--- config.mk ---
export PLATFORM = sky130hd
export DESIGN_NAME = network_step_controller
export DESIGN_NICKNAME = d
export VERILOG_FILES = /design/src/rtl/network_step_controller.sv
export SDC_FILE = /design/constraint.sdc
export NUM_CORES = 1
export LEC_CHECK = 0
export BUFFER_PORTS_ARGS = -buffer_cell sky130_fd_sc_hd__buf_2
export CORE_ASPECT_RATIO = 1.4
export CORE_MARGIN = 4
export CORE_UTILIZATION = 52
export DETAILED_ROUTE_END_ITERATION = 6
export HOLD_SLACK_MARGIN = 0.12
export PLACE_DENSITY = 0.86
export SLEW_MARGIN = 5
export SYNTH_ARGS = -nofsm -noshare
export SYNTH_HDL_FRONTEND = slang
export SYNTH_SLANG_ARGS = --single-unit
--- constraint.sdc ---
create_clock -name clk -period 3.25 [get_ports clk]
set_clock_uncertainty 0.1 [all_clocks]
set_input_delay 0.1625 -clock clk [delete_from_list [all_inputs] [get_ports clk]]
set_output_delay 0.1625 -clock clk [all_outputs]
set_load 0.03 [all_outputs]
--- src/rtl/network_step_controller.sv ---
// network_step_controller
//
// Time-step sequencer and output-stream merger for a T-block spiking network.
// A run of num_steps time steps is executed as follows:
//   1. A single-cycle time_step pulse is sent to every block, together with any
//      queued force-spike requests.
//   2. The controller waits until every block has reported done and all output
//      packets have drained.
//   3. It then advances to the next step.
// Independently, the T block output streams are merged into one stream by a
// round-robin arbiter that locks onto a block for a whole packet.
//
// Ports:
//   clk, reset                      clock, synchronous active-high reset
//   start, num_steps                run request (IDLE only) and step count
//   force_spike_en/_block_select/
//   force_spike_neuron_select       force-spike request and its target
//   block_time_step                 per-block step pulse
//   block_force_spike_en            per-block force strobe (with the step pulse)
//   block_force_neuron              per-block forced neuron index, NA bits each
//   block_done                      per-block step-complete indication
//   s_tvalid/s_tdata/s_tlast/
//   s_tready                        T block streams (block j data at [j*W +: W])
//   m_tvalid/m_tdata/m_tlast/
//   m_tuser/m_tready                merged stream, m_tuser = source block
//   busy, step_count, done          run status
module network_step_controller #(
    parameter int T  = 4,
    parameter int N  = 16,
    parameter int W  = 16,
    parameter int SW = 16,
    parameter int TA = (T > 1) ? $clog2(T) : 1,
    parameter int NA = (N > 1) ? $clog2(N) : 1
) (
    input  logic            clk,
    input  logic            reset,
    input  logic            start,
    input  logic [SW-1:0]   num_steps,
    input  logic            force_spike_en,
    input  logic [TA-1:0]   force_spike_block_select,
    input  logic [NA-1:0]   force_spike_neuron_select,
    output logic [T-1:0]    block_time_step,
    output logic [T-1:0]    block_force_spike_en,
    output logic [T*NA-1:0] block_force_neuron,
    input  logic [T-1:0]    block_done,
    input  logic [T-1:0]    s_tvalid,
    input  logic [T*W-1:0]  s_tdata,
    input  logic [T-1:0]    s_tlast,
    output logic [T-1:0]    s_tready,
    output logic            m_tvalid,
    output logic [W-1:0]    m_tdata,
    output logic            m_tlast,
    output logic [TA-1:0]   m_tuser,
    input  logic            m_tready,
    output logic            busy,
    output logic [SW-1:0]   step_count,
    output logic            done
);

    typedef enum logic [1:0] {IDLE, STEP, WAIT, FINISH} state_t;

    state_t          state_q, state_d;
    logic [SW-1:0]   num_steps_q, num_steps_d;
    logic [SW-1:0]   step_count_q, step_count_d;
    logic [SW-1:0]   step_count_inc;
    logic [T-1:0]    done_seen_q, done_seen_d;
    logic [T-1:0]    pending_q, pending_d;
    logic [NA-1:0]   pend_idx_q [T];
    logic [NA-1:0]   pend_idx_d [T];
    logic            locked_q, locked_d;
    logic [TA-1:0]   grant_q, grant_d;
    logic [TA-1:0]   rr_ptr_q, rr_ptr_d;
    logic            step_complete;

    assign step_count_inc = step_count_q + SW'(1);

    // A step is only over once every block has finished and nothing is left in
    // flight: no packet half-way through the merger and no block offering data.
    assign step_complete = (&done_seen_q) && !locked_q && (s_tvalid == '0);

    // Sequencer next-state logic. done_seen is cleared in STEP, so a block_done
    // arriving in that same cycle is deliberately dropped.
    always_comb begin
        state_d      = state_q;
        num_steps_d  = num_steps_q;
        step_count_d = step_count_q;
        done_seen_d  = done_seen_q;
        case (state_q)
            IDLE: begin
                if (start) begin
                    num_steps_d  = num_steps;
                    step_count_d = '0;
                    state_d      = (num_steps == '0) ? FINISH : STEP;
                end
            end
            STEP: begin
                done_seen_d = '0;
                state_d     = WAIT;
            end
            WAIT: begin
                done_seen_d = done_seen_q | block_done;
                if (step_complete) begin
                    step_count_d = step_count_inc;
                    state_d      = (step_count_inc == num_steps_q) ? FINISH : STEP;
                end
            end
            FINISH: state_d = IDLE;
            default: state_d = IDLE;
        endcase
    end

    // Force-spike queue. Entries are consumed in STEP. The capture runs after
    // the clear, so a request made during STEP survives to the following step.
    // A newer request to the same block overwrites the older one. A select
    // that is >= T matches no block and is dropped.
    always_comb begin
        pending_d  = pending_q;
        pend_idx_d = pend_idx_q;
        if (state_q == STEP) begin
            pending_d = '0;
        end
        if (force_spike_en) begin
            for (int j = 0; j < T; j++) begin
                if (force_spike_block_select == j[TA-1:0]) begin
                    pending_d[j]  = 1'b1;
                    pend_idx_d[j] = force_spike_neuron_select;
                end
            end
        end
    end

    // Per-block step outputs are decoded straight from registered state.
    always_comb begin
        block_force_spike_en = '0;
        block_force_neuron   = '0;
        if (state_q == STEP) begin
            block_force_spike_en = pending_q;
            for (int j = 0; j < T; j++) begin
                if (pending_q[j]) begin
                    block_force_neuron[j*NA +: NA] = pend_idx_q[j];
                end
            end
        end
    end

    assign block_time_step = (state_q == STEP) ? {T{1'b1}} : {T{1'b0}};
    assign busy            = (state_q != IDLE);
    assign done            = (state_q == FINISH);
    assign step_count      = step_count_q;

    // Packet-locked round-robin merger. While unlocked, the winner is chosen
    // and locked for the next cycle. This costs one bubble per packet, but it
    // keeps the grant decision off the combinational ready/valid path. While
    // locked, the granted stream is wired straight through to the output.
    always_comb begin
        logic found;
        int   idx;
        locked_d = locked_q;
        grant_d  = grant_q;
        rr_ptr_d = rr_ptr_q;
        m_tvalid = 1'b0;
        m_tdata  = '0;
        m_tlast  = 1'b0;
        m_tuser  = '0;
        s_tready = '0;
        found    = 1'b0;
        idx      = 0;
        if (locked_q) begin
            for (int j = 0; j < T; j++) begin
                if (grant_q == j[TA-1:0]) begin
                    m_tvalid    = s_tvalid[j];
                    m_tdata     = s_tdata[j*W +: W];
                    m_tlast     = s_tlast[j];
                    s_tready[j] = m_tready;
                end
            end
            m_tuser = grant_q;
            if (m_tvalid && m_tready && m_tlast) begin
                locked_d = 1'b0;
                rr_ptr_d = (grant_q == TA'(T - 1)) ? '0 : grant_q + 1'b1;
            end
        end else begin
            for (int k = 0; k < T; k++) begin
                idx = (int'(rr_ptr_q) + k) % T;
                for (int j = 0; j < T; j++) begin
                    if (!found && (j == idx) && s_tvalid[j]) begin
                        found   = 1'b1;
                        grant_d = j[TA-1:0];
                    end
                end
            end
            if (found) begin
                locked_d = 1'b1;
            end
        end
    end

    // State register for the sequencer, the force queue and the arbiter.
    always_ff @(posedge clk) begin
        if (reset) begin
            state_q      <= IDLE;
            num_steps_q  <= '0;
            step_count_q <= '0;
            done_seen_q  <= '0;
            pending_q    <= '0;
            pend_idx_q   <= '{default: '0};
            locked_q     <= 1'b0;
            grant_q      <= '0;
            rr_ptr_q     <= '0;
        end else begin
            state_q      <= state_d;
            num_steps_q  <= num_steps_d;
            step_count_q <= step_count_d;
            done_seen_q  <= done_seen_d;
            pending_q    <= pending_d;
            pend_idx_q   <= pend_idx_d;
            locked_q     <= locked_d;
            grant_q      <= grant_d;
            rr_ptr_q     <= rr_ptr_d;
        end
    end

endmodule

Word-level counts from Yosys, hierarchy flattened
Index checks and enable logic that the tools add are counted.
{ "classes": {"n_addsub": 5, "multipliers": 0, "n_div": 0, "magnitude_cmp": 0, "eq_ne": 24, "shift": 0, "n_mux": 97, "bitwise": 5, "n_reduce_logical": 77} }
{ "ops": {"columns": ["op", "count"], "rows": [
  ["32-bit zero test", 4],
  ["16-bit 2-to-1 mux", 8],
  ["1-bit 2-to-1 mux", 55],
  ["2-bit 2-to-1 mux", 22],
  ["4-bit 2-to-1 mux", 9],
  ["1-bit logical AND", 35],
  ["16-bit one-hot mux with 2 select lines", 1],
  ["3-bit equality test, first input constant", 6],
  ["16-bit by 1-bit adder with 16-bit output, second input constant", 1],
  ["16-bit equality test", 1],
  ["1-bit zero test", 16],
  ["16-bit zero test", 1],
  ["2-bit AND reduction", 8],
  ["16-bit nonzero test", 1],
  ["2-bit equality test, second input constant", 6],
  ["2-bit by 3-bit equality test with 1-bit output, first input constant", 3],
  ["2-bit one-hot mux with 4 select lines", 1],
  ["4-bit one-hot mux with 2 select lines", 1],
  ["2-bit by 1-bit equality test with 1-bit output, second input constant", 3],
  ["2-bit zero test", 3],
  ["2-bit nonzero test", 3],
  ["2-bit OR reduction", 3],
  ["2-bit by 1-bit adder with 2-bit output, second input constant", 2],
  ["2-bit adder, second input constant", 2],
  ["other kinds (9)", 13]
]} }
{ "word_totals": {"reg_bits": 63, "latchBits": 0, "ram_bits": 0, "mem_bits_ro": 0, "in_bits": 103, "out_inout_bits": 66, "wordCells": 220, "mem_count": 0} }

Logic depth before layout (Yosys ltp)
{ "depth": {"ltp_word": 81, "ltp_mapped": 10, "depth_no_buf": 8} }

Worst setup path after synthesis
No wires, ideal clock.
{ "synth_timing": {"kind": "reg-to-reg", "startpoint": "reg step_count_q[0] (netlist: step_count[0])", "endpoint": "reg state_q[1]", "setup_ps": 95, "t_arrival_ps": 2197, "required_ps": 3055, "slack_ps": 857, "path_stages_with_launch": 9, "n_path_buf": 1, "period_less_slack_ps": 2393, "cell_sequence": "dfxtp_1 ha_1 and4_1 clkbuf_2 and3_1 a21oi_1 a2111oi_0 nand4_1 a221oi_1"} }
{ "synth_between": {"elab_chain_cells": 5} }
{ "synth_lines": {"columns": ["element", "line_no", "source"], "rows": [
  ["start: declaration", "64", "logic [SW-1:0] step_count_q, step_count_d;"],
  ["start signal: assignment", "213", "step_count_q <= step_count_d;"],
  ["16-bit by 1-bit adder with 16-bit output", "75", "assign step_count_inc = step_count_q + SW'(1);"],
  ["16-bit equality test", "104", "state_d = (step_count_inc == num_steps_q) ? FINISH : STEP;"],
  ["2-bit 2-to-1 mux", "104", null],
  ["2-bit 2-to-1 mux", "102", "if (step_complete) begin"],
  ["2-bit one-hot mux with 4 select lines", "88", "case (state_q)"],
  ["end signal: assignment", "211", "state_q <= state_d;"],
  ["end: declaration", "62", "state_t state_q, state_d;"]
]} }
No other way between the ends. The select of a mux whose other input is x is not followed.
A chain may end at the register's enable or synchronous reset.

Worst setup path after layout
Same ends and word-level chain as after synthesis.

==> results.rst <==
.. list-table::
   :header-rows: 1

   * - Metric
     - Value
   * - Number of DRC violations after detailed-routing iteration 0
     - roughly 300
   * - Worst setup timing slack at the placement stage
     - between 0.7 and 0.8 ns
   * - Cell area after synthesis
     - between 4000 and 5000 µm²
   * - Maximum clock frequency
     - ~0.37 GHz
   * - Combinational group share of total power
     - a little under two fifths
   * - Final max-slew violation count
     - 0
   * - Number of enable-type register cells in the synthesized netlist
     - 0
   * - Data arrival time of the worst path
     - roughly 2.9 ns
   * - Unrepaired setup endpoints after global routing
     - false
   * - Worst IR drop on VDD
     - between 0.2 and 0.3 mV
   * - Ys Warns
     - 0
   * - Number of filler instances in the final layout
     - 579
   * - Pin count of the biggest net entering global routing
     - just over 60
   * - Setup violators final
     - 0
   * - Area of the core
     - 7450 µm²
   * - CTS Buf Count
     - 9
   * - Switching Fraction
     - roughly 37%
   * - Most frequent standard cell in the layout excluding fill and tap cells
     - buf_2
   * - Area fraction in compound gates after synthesis
     - 22.0%
   * - Fraction of the mapped netlist area in adder cells
     - under 10%
   * - Kind of capture point of the worst setup path
     - register
   * - I/O pins
     - between 150 and 200
   * - Actual transition at the worst max-transition pin
     - 1.09 ns
   * - Total of cells resized after clock tree synthesis
     - 0
   * - Average wire per standard cell
     - about 16 µm
   * - Quantity of I/O buffers inserted on ports
     - approximately 170
   * - Grt total ovfl
     - 0
   * - CP Max Fanout
     - 8
   * - Die W
     - just over 80 µm
   * - Area of combinational cells with multiple inputs
     - approximately 2500 µm²
   * - Cell count after synthesis
     - between 500 and 600
   * - Clock-pin transition on the worst setup and hold timing paths
     - roughly 0.070 ns
   * - Highest-delay cell along the critical path
     - a2111oi_0
   * - Overall via count from detail_route
     - ~4600
   * - Fraction of layout cells with a size suffix above 1
     - about 28%
   * - Basic-gate share of the synthesized area counting and, or, nand and nor cells
     - between 20% and 30%
   * - Most used cells in the layout excluding fill and tap cells
     - 168 x buf_2, 64 x nor2_1, 63 x a21oi_1, 63 x dfxtp_1, 61 x nand2_1
   * - Count of unresolved DRC violations after routing
     - 0
   * - Sum of routed wire length over all layers
     - 12.8 mm
   * - NetSw
     - approximately 1000 µW
   * - Source-to-sink clock delay at the later pin of the worst-skew pair
     - around 0.35 ns
   * - Largest stage delay on the critical path
     - between 0.5 and 0.6 ns
   * - Vias in the first global route
     - 4436
   * - Total negative setup slack
     - 0 ns
   * - DRT Pass-1 Iters
     - 5
   * - Remaining antenna violation count
     - 0
   * - Fraction of synthesis flops using an asynchronous set or reset pin
     - 0%
   * - Fraction of the core area covered by cells at the end of the flow
     - a little under three quarters
   * - Internal Dissipation
     - around 1800 µW
   * - Reg power frac
     - 33.1%
   * - Parity-gate share of the synthesized area counting xor and xnor cells
     - under 10%
   * - Primary FF master, synth
     - dfxtp_1
   * - Slack of the critical path
     - 0.557 ns
   * - Root Buffer
     - clkbuf_8
   * - Detail-routed via count per cell
     - 5.66
   * - Hold_ws
     - 0.146 ns
   * - Area of the die
     - between 9000 and 10000 µm²
   * - Kind of path behind the tightest hold check
     - in2reg
   * - Cells traversed along the worst timing path
     - ha_1 -> and4_1 -> and3_1 -> a21oi_1 -> a2111oi_0 -> nand4_1 -> a221oi_1
   * - Leakage power
     - 0.00254 µW
   * - TritonCTS clock tree
     - yes
   * - Final design area excluding fillers
     - between 5000 and 6000 µm²
   * - Area taken by flip-flops and latches
     - around 1300 µm²
   * - Combinational family with the most area after synthesis
     - simple AND/OR/NAND/NOR gates
   * - First-pass GRT wire length
     - slightly above 20 mm
   * - Min cycle time layout
     - around 2.7 ns
   * - DP Area
     - 4860 µm²
   * - Half-perimeter wire length after placement
     - ~9.5 mm
   * - Die outline height
     - approximately 110 µm
   * - Routability Congestion
     - around 0.93
   * - Initial Util
     - a little over half
   * - Relative contribution of the clock network to total power
     - slightly below 30%
   * - Synthesized area per cell
     - between 7 and 8 µm²
   * - Worst max-slew margin expressed relative to the limit
     - 27.4%
   * - Final hold violations
     - 0
   * - Post-route clock period utilization
     - between 80% and 90%
   * - Portion of netlist area occupied by mux cells
     - between 4 and 5%
   * - Number of sinks handled by clock tree synthesis
     - between 60 and 70
   * - Syn-to-layout area delta
     - 32.5%
   * - Pwr Density
     - approximately 520 nW/µm²
   * - H-tree lvl count
     - 3
   * - WP data required
     - 3.41 ns
   * - Result of the run
     - finished, final reports clean
   * - Net count after synthesis
     - around 660
   * - Number of different library cells in the post-synthesis netlist
     - 53
   * - Global-route total usage across every layer
     - between 20% and 30%
   * - Longest Clk Path Bufs
     - 2
   * - Antenna violations before repair
     - 2
   * - Type of the setup path with the least slack
     - reg2reg
   * - Sequential share of the synthesized area
     - between 30% and 40%
   * - Number of violations of the max-capacitance limit
     - 0
   * - Number of register bits inferred by synthesis
     - 63
   * - Count of nets after finishing
     - about 820
   * - Number of standard-cell rows in the floorplan
     - 37
   * - Startpoint types
     - register
cells in the mapped netlist, types with 2 or more instances:
library cell	instances	area, µm²
nand2_1	61	229
buf_2	6	30.0
a2111oi_0	2	17.5
dfxtp_1	63	1260
mux2i_1	19	190
nand3_1	8	40.0
clkbuf_1	26	97.6
o31a_1	2	17.5
and2_1	24	150
nor3b_1	2	15.0
nor2_1	64	240
or3_1	3	18.8
nand3b_1	3	22.5
xnor2_1	13	114
a21o_1	4	30.0
nor2b_1	8	50.1
nor3_1	9	45.0
a211oi_1	6	45.0
inv_1	11	41.3
buf_1	5	18.8
buf_4	4	30.0
a221oi_1	3	26.3
nand4_1	7	43.8
and3_1	28	175
xor2_1	6	52.6
ha_1	10	125
o21ai_1	2	10.0
o22ai_1	2	12.5
and4_1	5	43.8
nor4_1	5	31.3
a22oi_1	18	135
a31oi_1	4	25.0
o21ai_0	28	140
a21oi_1	63	315
worst paths after layout:
kind / slack, ns / to / startpoint / cells after the start
setup reg to reg: 0.56 / state_q[1]$_SDFFE_PP0P_ / step_count[0]$_SDFFE_PP0P_ / 7
hold / removal: 0.15 / grant_q[0]$_SDFFE_PP0P_ / s_tvalid[3] / 3
hold reg to reg: 0.37 / done_seen_q[3]$_SDFFE_PP0P_ / done_seen_q[3]$_SDFFE_PP0P_ / 2
setup / recovery: 0.56 / state_q[1]$_SDFFE_PP0P_ / step_count[0]$_SDFFE_PP0P_ / 7
routing by layer:
layer / global-route usage [%] / up-vias / wire (µm)
met2: 49.1 / 208 / 6640
met3: 5.78 / 37 / 952
met1: 30.6 / 2104 / 4790
li1: - / 2253 / -
met5: 0 / - / 12
met4: 13.5 / 2 / 408
sequential cells by signal, indices dropped and copies added, names as in the netlist:
| signal | flops |
|---|---|
| num_steps_q | 16 |
| pend_idx_q | 16 |
| step_count | 16 |
| done_seen_q | 4 |
| pending_q | 4 |
| grant_q | 2 |
| rr_ptr_q | 2 |
| state_q | 2 |
| locked_q | 1 |
timing repair:
action	4_1_cts	5_1_grt
hold buffers	24	0
setup buffers	0	0
hold endpoints to repair	37	0
cell families after synthesis:
kind of cell | after synthesis
muxes | 19
DFF | 63
buffers and inverters | 53
adders and majority gates | 10
and+or+nand+nor | 234
AOI/OAI and AO/OA | 145
xor gates and xnor gates | 19
worst max-delay path: cells and delay by family (launching register included):
family	cells	cell delay, ns
flip-flops	1	0.44
adder cells (fa/ha/maj)	1	0.30
AND/OR/NAND/NOR	3	0.86
AO/OA/AOI/OAI	3	0.89
metrics by stage:
step | cells | power, µW
floorplan | 543 | 1680
global placement | 772 | 1930
detailed placement | 772 | 1950
CTS | 812 | 2820
global route | 813 | 2970
finish | 813 | 2810
power by group through the flow:
stage | logic (µW) | registers [µW] | clock network (µW)
after detailed placement | 1010 | 942 | 0
after global placement | 991 | 938 | 0
final | 1040 | 928 | 837
after floorplan | 761 | 919 | 0
after CTS | 1040 | 926 | 853
after global routing | 1140 | 937 | 888
cell type report:
cell class,count,share of cell area (%)
Timing Repair Buffer,198,21.1
Sequential cell,63,23.6
Tap cell,97,2.27
Antenna cell,1,0.0468
Inverter,11,0.772
Clock buffer,9,2.32
Multi-Input combinational cell,427,47.7
Clock inverter,7,2.25
No activity file was read; power rests on OpenSTA's default activity.
